File: src/rtl/volume_recorder.sv
// Microphone volume history recorder: samples volume every SAMPLE_DIV cycles
// into a 16-entry newest-first history while the record button is held.
module volume_recorder #(
    parameter int unsigned SAMPLE_DIV = 4,
    parameter int unsigned DEPTH      = 16
) (
    input  logic       clk,
    input  logic       rst_n,
    input  logic       start,
    input  logic       abort,
    input  logic [4:0] volume,
    input  logic [3:0] rd_idx,
    output logic [4:0] rd_data,
    output logic [4:0] count,
    output logic [4:0] peak,
    output logic       busy,
    output logic       done,
    output logic [1:0] state
);

    localparam int unsigned VOL_W = 5;
    localparam int unsigned CNT_W = 5;
    localparam int unsigned DIV_W = 16;

    typedef enum logic [1:0] {
        IDLE   = 2'd0,
        CLEAR  = 2'd1,
        RECORD = 2'd2,
        HOLD   = 2'd3
    } state_t;

    state_t             state_r;
    state_t             state_nxt;
    logic               start_q;
    logic [DIV_W-1:0]   div;
    logic [VOL_W-1:0]   entries [DEPTH];
    logic               start_rise;
    logic               tick;

    assign start_rise = start & ~start_q;
    assign tick       = (state_r == RECORD) && (div == DIV_W'(SAMPLE_DIV - 1));

    // State register
    always_ff @(posedge clk or negedge rst_n) begin
        if (!rst_n) begin
            state_r <= IDLE;
        end else begin
            state_r <= state_nxt;
        end
    end

    // Next-state logic; abort overrides every other transition
    always_comb begin
        state_nxt = state_r;
        case (state_r)
            IDLE:   if (start_rise) state_nxt = CLEAR;
            CLEAR:  state_nxt = RECORD;
            RECORD: if (!start || (tick && count == CNT_W'(DEPTH - 1))) state_nxt = HOLD;
            HOLD:   if (start_rise) state_nxt = CLEAR;
            default: state_nxt = IDLE;
        endcase
        if (abort) begin
            state_nxt = IDLE;
        end
    end

    // History buffer, sample count, peak and sample divider
    always_ff @(posedge clk or negedge rst_n) begin
        if (!rst_n) begin
            start_q <= 1'b0;
            div     <= '0;
            count   <= '0;
            peak    <= '0;
            for (int i = 0; i < int'(DEPTH); i++) begin
                entries[i] <= '0;
            end
        end else begin
            start_q <= start;
            if (abort) begin
                div <= '0;
            end else begin
                case (state_r)
                    CLEAR: begin
                        div   <= '0;
                        count <= '0;
                        peak  <= '0;
                        for (int i = 0; i < int'(DEPTH); i++) begin
                            entries[i] <= '0;
                        end
                    end
                    RECORD: begin
                        if (tick) begin
                            div        <= '0;
                            entries[0] <= volume;
                            for (int i = 1; i < int'(DEPTH); i++) begin
                                entries[i] <= entries[i-1];
                            end
                            if (count != CNT_W'(DEPTH)) begin
                                count <= count + CNT_W'(1);
                            end
                            if (volume > peak) begin
                                peak <= volume;
                            end
                        end else begin
                            div <= div + DIV_W'(1);
                        end
                    end
                    default: div <= '0;
                endcase
            end
        end
    end

    assign rd_data = entries[rd_idx];
    assign busy    = (state_r == CLEAR) || (state_r == RECORD);
    assign done    = (state_r == HOLD);
    assign state   = state_r;

endmodule
File: config.mk
export PLATFORM = sky130hd
export DESIGN_NAME = volume_recorder
export DESIGN_NICKNAME = d
export VERILOG_FILES = /design/src/rtl/volume_recorder.sv
export SDC_FILE = /design/constraint.sdc
export NUM_CORES = 1
export LEC_CHECK = 0
export ABC_AREA = 1
export BUFFER_PORTS_ARGS = -buffer_cell sky130_fd_sc_hd__buf_2
export CAP_MARGIN = 5
export CELL_PAD_IN_SITES_DETAIL_PLACEMENT = 1
export CELL_PAD_IN_SITES_GLOBAL_PLACEMENT = 2
export CORE_UTILIZATION = 38
export CTS_BUF_LIST = sky130_fd_sc_hd__clkbuf_2 sky130_fd_sc_hd__clkbuf_4 sky130_fd_sc_hd__clkbuf_8
export DETAILED_ROUTE_END_ITERATION = 7
export PLACE_DENSITY_LB_ADDON = 0.1
export RECOVER_POWER = 100
export SYNTH_ARGS = -nofsm -noshare
export SYNTH_HDL_FRONTEND = slang
export SYNTH_SLANG_ARGS = --single-unit
File: constraint.sdc
create_clock -name clk -period 1.9 [get_ports clk]
set_input_delay 0.095 -clock clk [delete_from_list [all_inputs] [get_ports clk]]
set_output_delay 0.095 -clock clk [all_outputs]
set_load 0.005 [all_outputs]
==> metrics.json <==
{
  "outcome": {"value": "finished clean"},
  "clock_tree.root_cell": {"value": "sky130_fd_sc_hd__clkbuf_8"},
  "worst-path-buf-inv": {"value": 1},
  "cell_internal_pwr": {"value": 0.00345, "unit": "W"},
  "finalClockSkew": {"value": 12.5, "unit": "ps"},
  "cts_setup_buffers": {"value": 0},
  "rows": {"value": 43},
  "synth_area_per_cell": {"value": 7.80, "unit": "sq um"},
  "postRouteAntennaNets": {"value": 0},
  "syn2layout_area_growth": {"value": 10.0, "unit": "%"},
  "worst_slew_margin_rel": {"value": 2.88, "unit": "%"},
  "height_of_the_die": {"value": 123, "unit": "um"},
  "setup.worst_path.class": {"value": "register to register"},
  "first_global_vias": {"value": 4857},
  "timing.critical_path.required": {"value": 2170, "unit": "ps"},
  "detailedRoute.firstIterationViolations": {"value": 238},
  "clock_sinks": {"value": 109},
  "finalCriticalPeriod": {"value": 1740, "unit": "ps"},
  "timing.hold.worst.class": {"value": "input port to register"},
  "mappedNetlistNets": {"value": 738},
  "worst_setup_start_kind": {"value": "register"},
  "drt-pass1-iter-count": {"value": 4},
  "clock_power_share": {"value": 26.7, "unit": "%"},
  "seq_power_share": {"value": 47.7, "unit": "%"},
  "die-area": {"value": 15100, "unit": "sq um"},
  "report.final.hold_viol_count": {"value": 0},
  "worst_path_largest_cell_delay": {"value": 430, "unit": "ps"},
  "syn_warnings": {"value": 0},
  "grt_start_max_net_pins": {"value": 110},
  "combinational_power_share": {"value": 25.6, "unit": "%"},
  "final_min_period_over_clock_period": {"value": 91.4, "unit": "%"},
  "slowest_stage": {"value": "sky130_fd_sc_hd__dfrtp_1"},
  "setup_viol": {"value": 0},
  "critical_path_fanouts_max": {"value": 85},
  "tritoncts_buffer_count": {"value": 9},
  "cp_top_family": {"value": "simple AND/OR/NAND/NOR gates"},
  "grt_use_total": {"value": 20.6, "unit": "%"},
  "timing.max_cap.violations": {"value": 0},
  "cts-htree-levels": {"value": 3},
  "critPathCaptureType": {"value": "register"},
  "detailedPlacementHpwl": {"value": 8.86, "unit": "mm"},
  "drive_above_1_share": {"value": 7.68, "unit": "%"},
  "ioPinCount": {"value": 32},
  "buffer_depth_of_the_longest_clock_path": {"value": 2},
  "leakage": {"value": 2.95, "unit": "nW"},
  "layout.filler_cells": {"value": 1781},
  "port_buffers": {"value": 31},
  "floorplan.initialDensity": {"value": 39.5, "unit": "%"},
  "worst-r2r-cell-count": {"value": 6},
  "synth_seq_area_share": {"value": 49.0, "unit": "%"},
  "synth.ff_latch_count": {"value": 109},
  "nNetsFinal": {"value": 762},
  "path_cells": {"value": "ha_1 -> nor2_2 -> nand2_2 -> buf_12 -> nand2_1 -> o21ai_0"},
  "tritoncts_clock_tree": {"value": "done"},
  "power.net_switching": {"value": 0.00186, "unit": "W"},
  "sum_of_routed_wire_length_over_all_layers": {"value": 14.1, "unit": "mm"},
  "cp.arrival": {"value": 2010, "unit": "ps"},
  "worst_pin_slew": {"value": 1460, "unit": "ps"},
  "rsz0062_at_grt": {"value": "false"},
  "worst_slack": {"value": 163, "unit": "ps"},
  "synth-async-reset-ratio": {"value": 100, "unit": "%"},
  "worst_hold_path.num_cells": {"value": 3},
  "worst_setup_hold_path_clk_slew": {"value": 100, "unit": "ps"},
  "netlist_instances": {"value": 713},
  "drt-vias-per-instance": {"value": 5.11},
  "synth_enable_flop_cells": {"value": 0},
  "total_overflow_reported_by_the_global_router": {"value": 0},
  "antennaDiodeCount": {"value": 0},
  "antenna_violations_before_repair": {"value": 0},
  "clk-insertion-delay-late": {"value": 390, "unit": "ps"},
  "grt_first_pass_wirelength": {"value": 24.2, "unit": "mm"},
  "post_drt_wl_per_cell": {"value": 15.3, "unit": "um"},
  "place.gp.congestion": {"value": 0.764},
  "dominantRegCellSynth": {"value": "sky130_fd_sc_hd__dfrtp_1"},
  "powerDensity": {"value": 867, "unit": "nW/um^2"},
  "drv_slew": {"value": 0},
  "die-width": {"value": 123, "unit": "um"},
  "via_count": {"value": 4715},
  "p_sw_share": {"value": 35.1, "unit": "%"},
  "core": {"value": 14100, "unit": "sq um"},
  "fin_tns_setup": {"value": 0, "unit": "ps"},
  "max_freq": {"value": 576, "unit": "MHz"},
  "critical_path_depth": {"value": 6},
  "count_of_different_cell_masters_after_synthesis": {"value": 31},
  "detail_route.drc_violations": {"value": 0},
  "ir_drop": {"value": 0.672, "unit": "mV"},
  "netlist_area": {"value": 5560, "unit": "sq um"},
  "detailedPlace.worstSlack": {"value": 165, "unit": "ps"}
}
logic make-up after synthesis:
| family | synth area share (%) |
|---|---|
| AO/OA/AOI/OAI | 12.6 |
| XOR/XNOR | 0.630 |
| flip-flops | 49.0 |
| AND/OR/NAND/NOR | 26.0 |
| adder cells (fa/ha/maj) | 2.70 |
| buffers and inverters | 9.06 |
tightest hold or removal path, delay by kind of cell:
family	cells	cell delay, ps
buf+inv	1	110
simple gates	1	90
compound gates	1	90
per-layer routing:
metal	vias to the layer above	GRT usage [%]	wire length, um
li1	2329	-	-
met2	34	35.1	6960
met5	-	0	0
met1	2343	26.6	6660
met3	9	3.74	290
met4	0	5.87	158
Yosys cell counts (all sizes together) (5+ instances only):
cell,count,area [sq um]
inv,84,315
buf,16,106
a21oi,25,125
o211ai,17,128
nand3,79,395
dfrtp,109,2730
ha,12,150
clkbuf,21,78.8
o21ai,79,433
nand2,210,793
nor2,37,144
nand4,5,31.3
timing repair:
item                                    CTS  global route
endpoints found under the setup margin    0            11
resized for setup                         0             4
endpoints found under the hold margin   112             0
hold buffers                              4             0
stage by stage:
| step | instances | utilization (%) | total power (W) | cell area [sq um] | hold WS [ps] |
|---|---|---|---|---|---|
| after floorplan | 713 | - | 0.00340 | 5560 | -201 |
| after global placement | 902 | 42.3 | 0.00396 | 5970 | 222 |
| after detailed placement | 902 | 42.3 | 0.00400 | 5970 | 225 |
| after CTS | 922 | 44.0 | 0.00547 | 6200 | 19.4 |
| after global routing | 922 | 43.4 | 0.00569 | 6120 | 50.4 |
| final | 922 | 43.4 | 0.00531 | 6120 | 48.3 |
placed cells by master (no fill, tap or decap), types with 2 or more instances in the layout:
cell type,instances
sky130_fd_sc_hd__a21oi_1,25
sky130_fd_sc_hd__buf_12,5
sky130_fd_sc_hd__buf_2,17
sky130_fd_sc_hd__buf_4,6
sky130_fd_sc_hd__clkbuf_1,16
sky130_fd_sc_hd__clkbuf_8,12
sky130_fd_sc_hd__dfrtp_1,109
sky130_fd_sc_hd__dlygate4sd3_1,4
sky130_fd_sc_hd__ha_1,11
sky130_fd_sc_hd__inv_1,83
sky130_fd_sc_hd__nand2_1,208
sky130_fd_sc_hd__nand2_2,2
sky130_fd_sc_hd__nand3_1,79
sky130_fd_sc_hd__nand4_1,5
sky130_fd_sc_hd__nor2_1,33
sky130_fd_sc_hd__nor2_2,4
sky130_fd_sc_hd__nor3_1,3
sky130_fd_sc_hd__nor3b_1,4
sky130_fd_sc_hd__o211ai_1,17
sky130_fd_sc_hd__o21ai_0,77
sky130_fd_sc_hd__o21ai_1,2
sky130_fd_sc_hd__or2_2,2
sky130_fd_sc_hd__xor2_1,3
final cells by class:
class	count	area [sq um]	area share (%)
flip-flops and latches	109	2730	44.6
multi-input cells	482	2300	37.6
repair buffers	50	353	5.76
inverters	85	319	5.21
well taps	180	225	3.68
clock buffers	12	165	2.70
clock inverters	4	30.0	0.490
registers in the layout (all words and copies together), names as in the netlist:
register	count
state	2
peak	5
count	5
start_q	1
div	16
entries	80
power groups by stage:
stage	Combinational (W)	Clock (W)	Sequential [W]
finish	0.00136	0.00142	0.00253
global route	0.00155	0.00158	0.00256
CTS	0.00144	0.00149	0.00254
detailed placement	0.00142	0	0.00258
global placement	0.00139	0	0.00257
floorplan	0.000835	0	0.00257
path summary, 6_finish.rpt:
check / from / to / slack, ps
min reg2reg: div[0] / div[0] / 470
max reg2reg: state[1] / entries[9] / 160
min in group asynchronous: rst_n / entries[7] / 620
max: state[1] / entries[9] / 160
max in group asynchronous: rst_n / div[12] / 270
min: volume[0] / entries[75] / 50
Power figures use the tool's default switching activity.
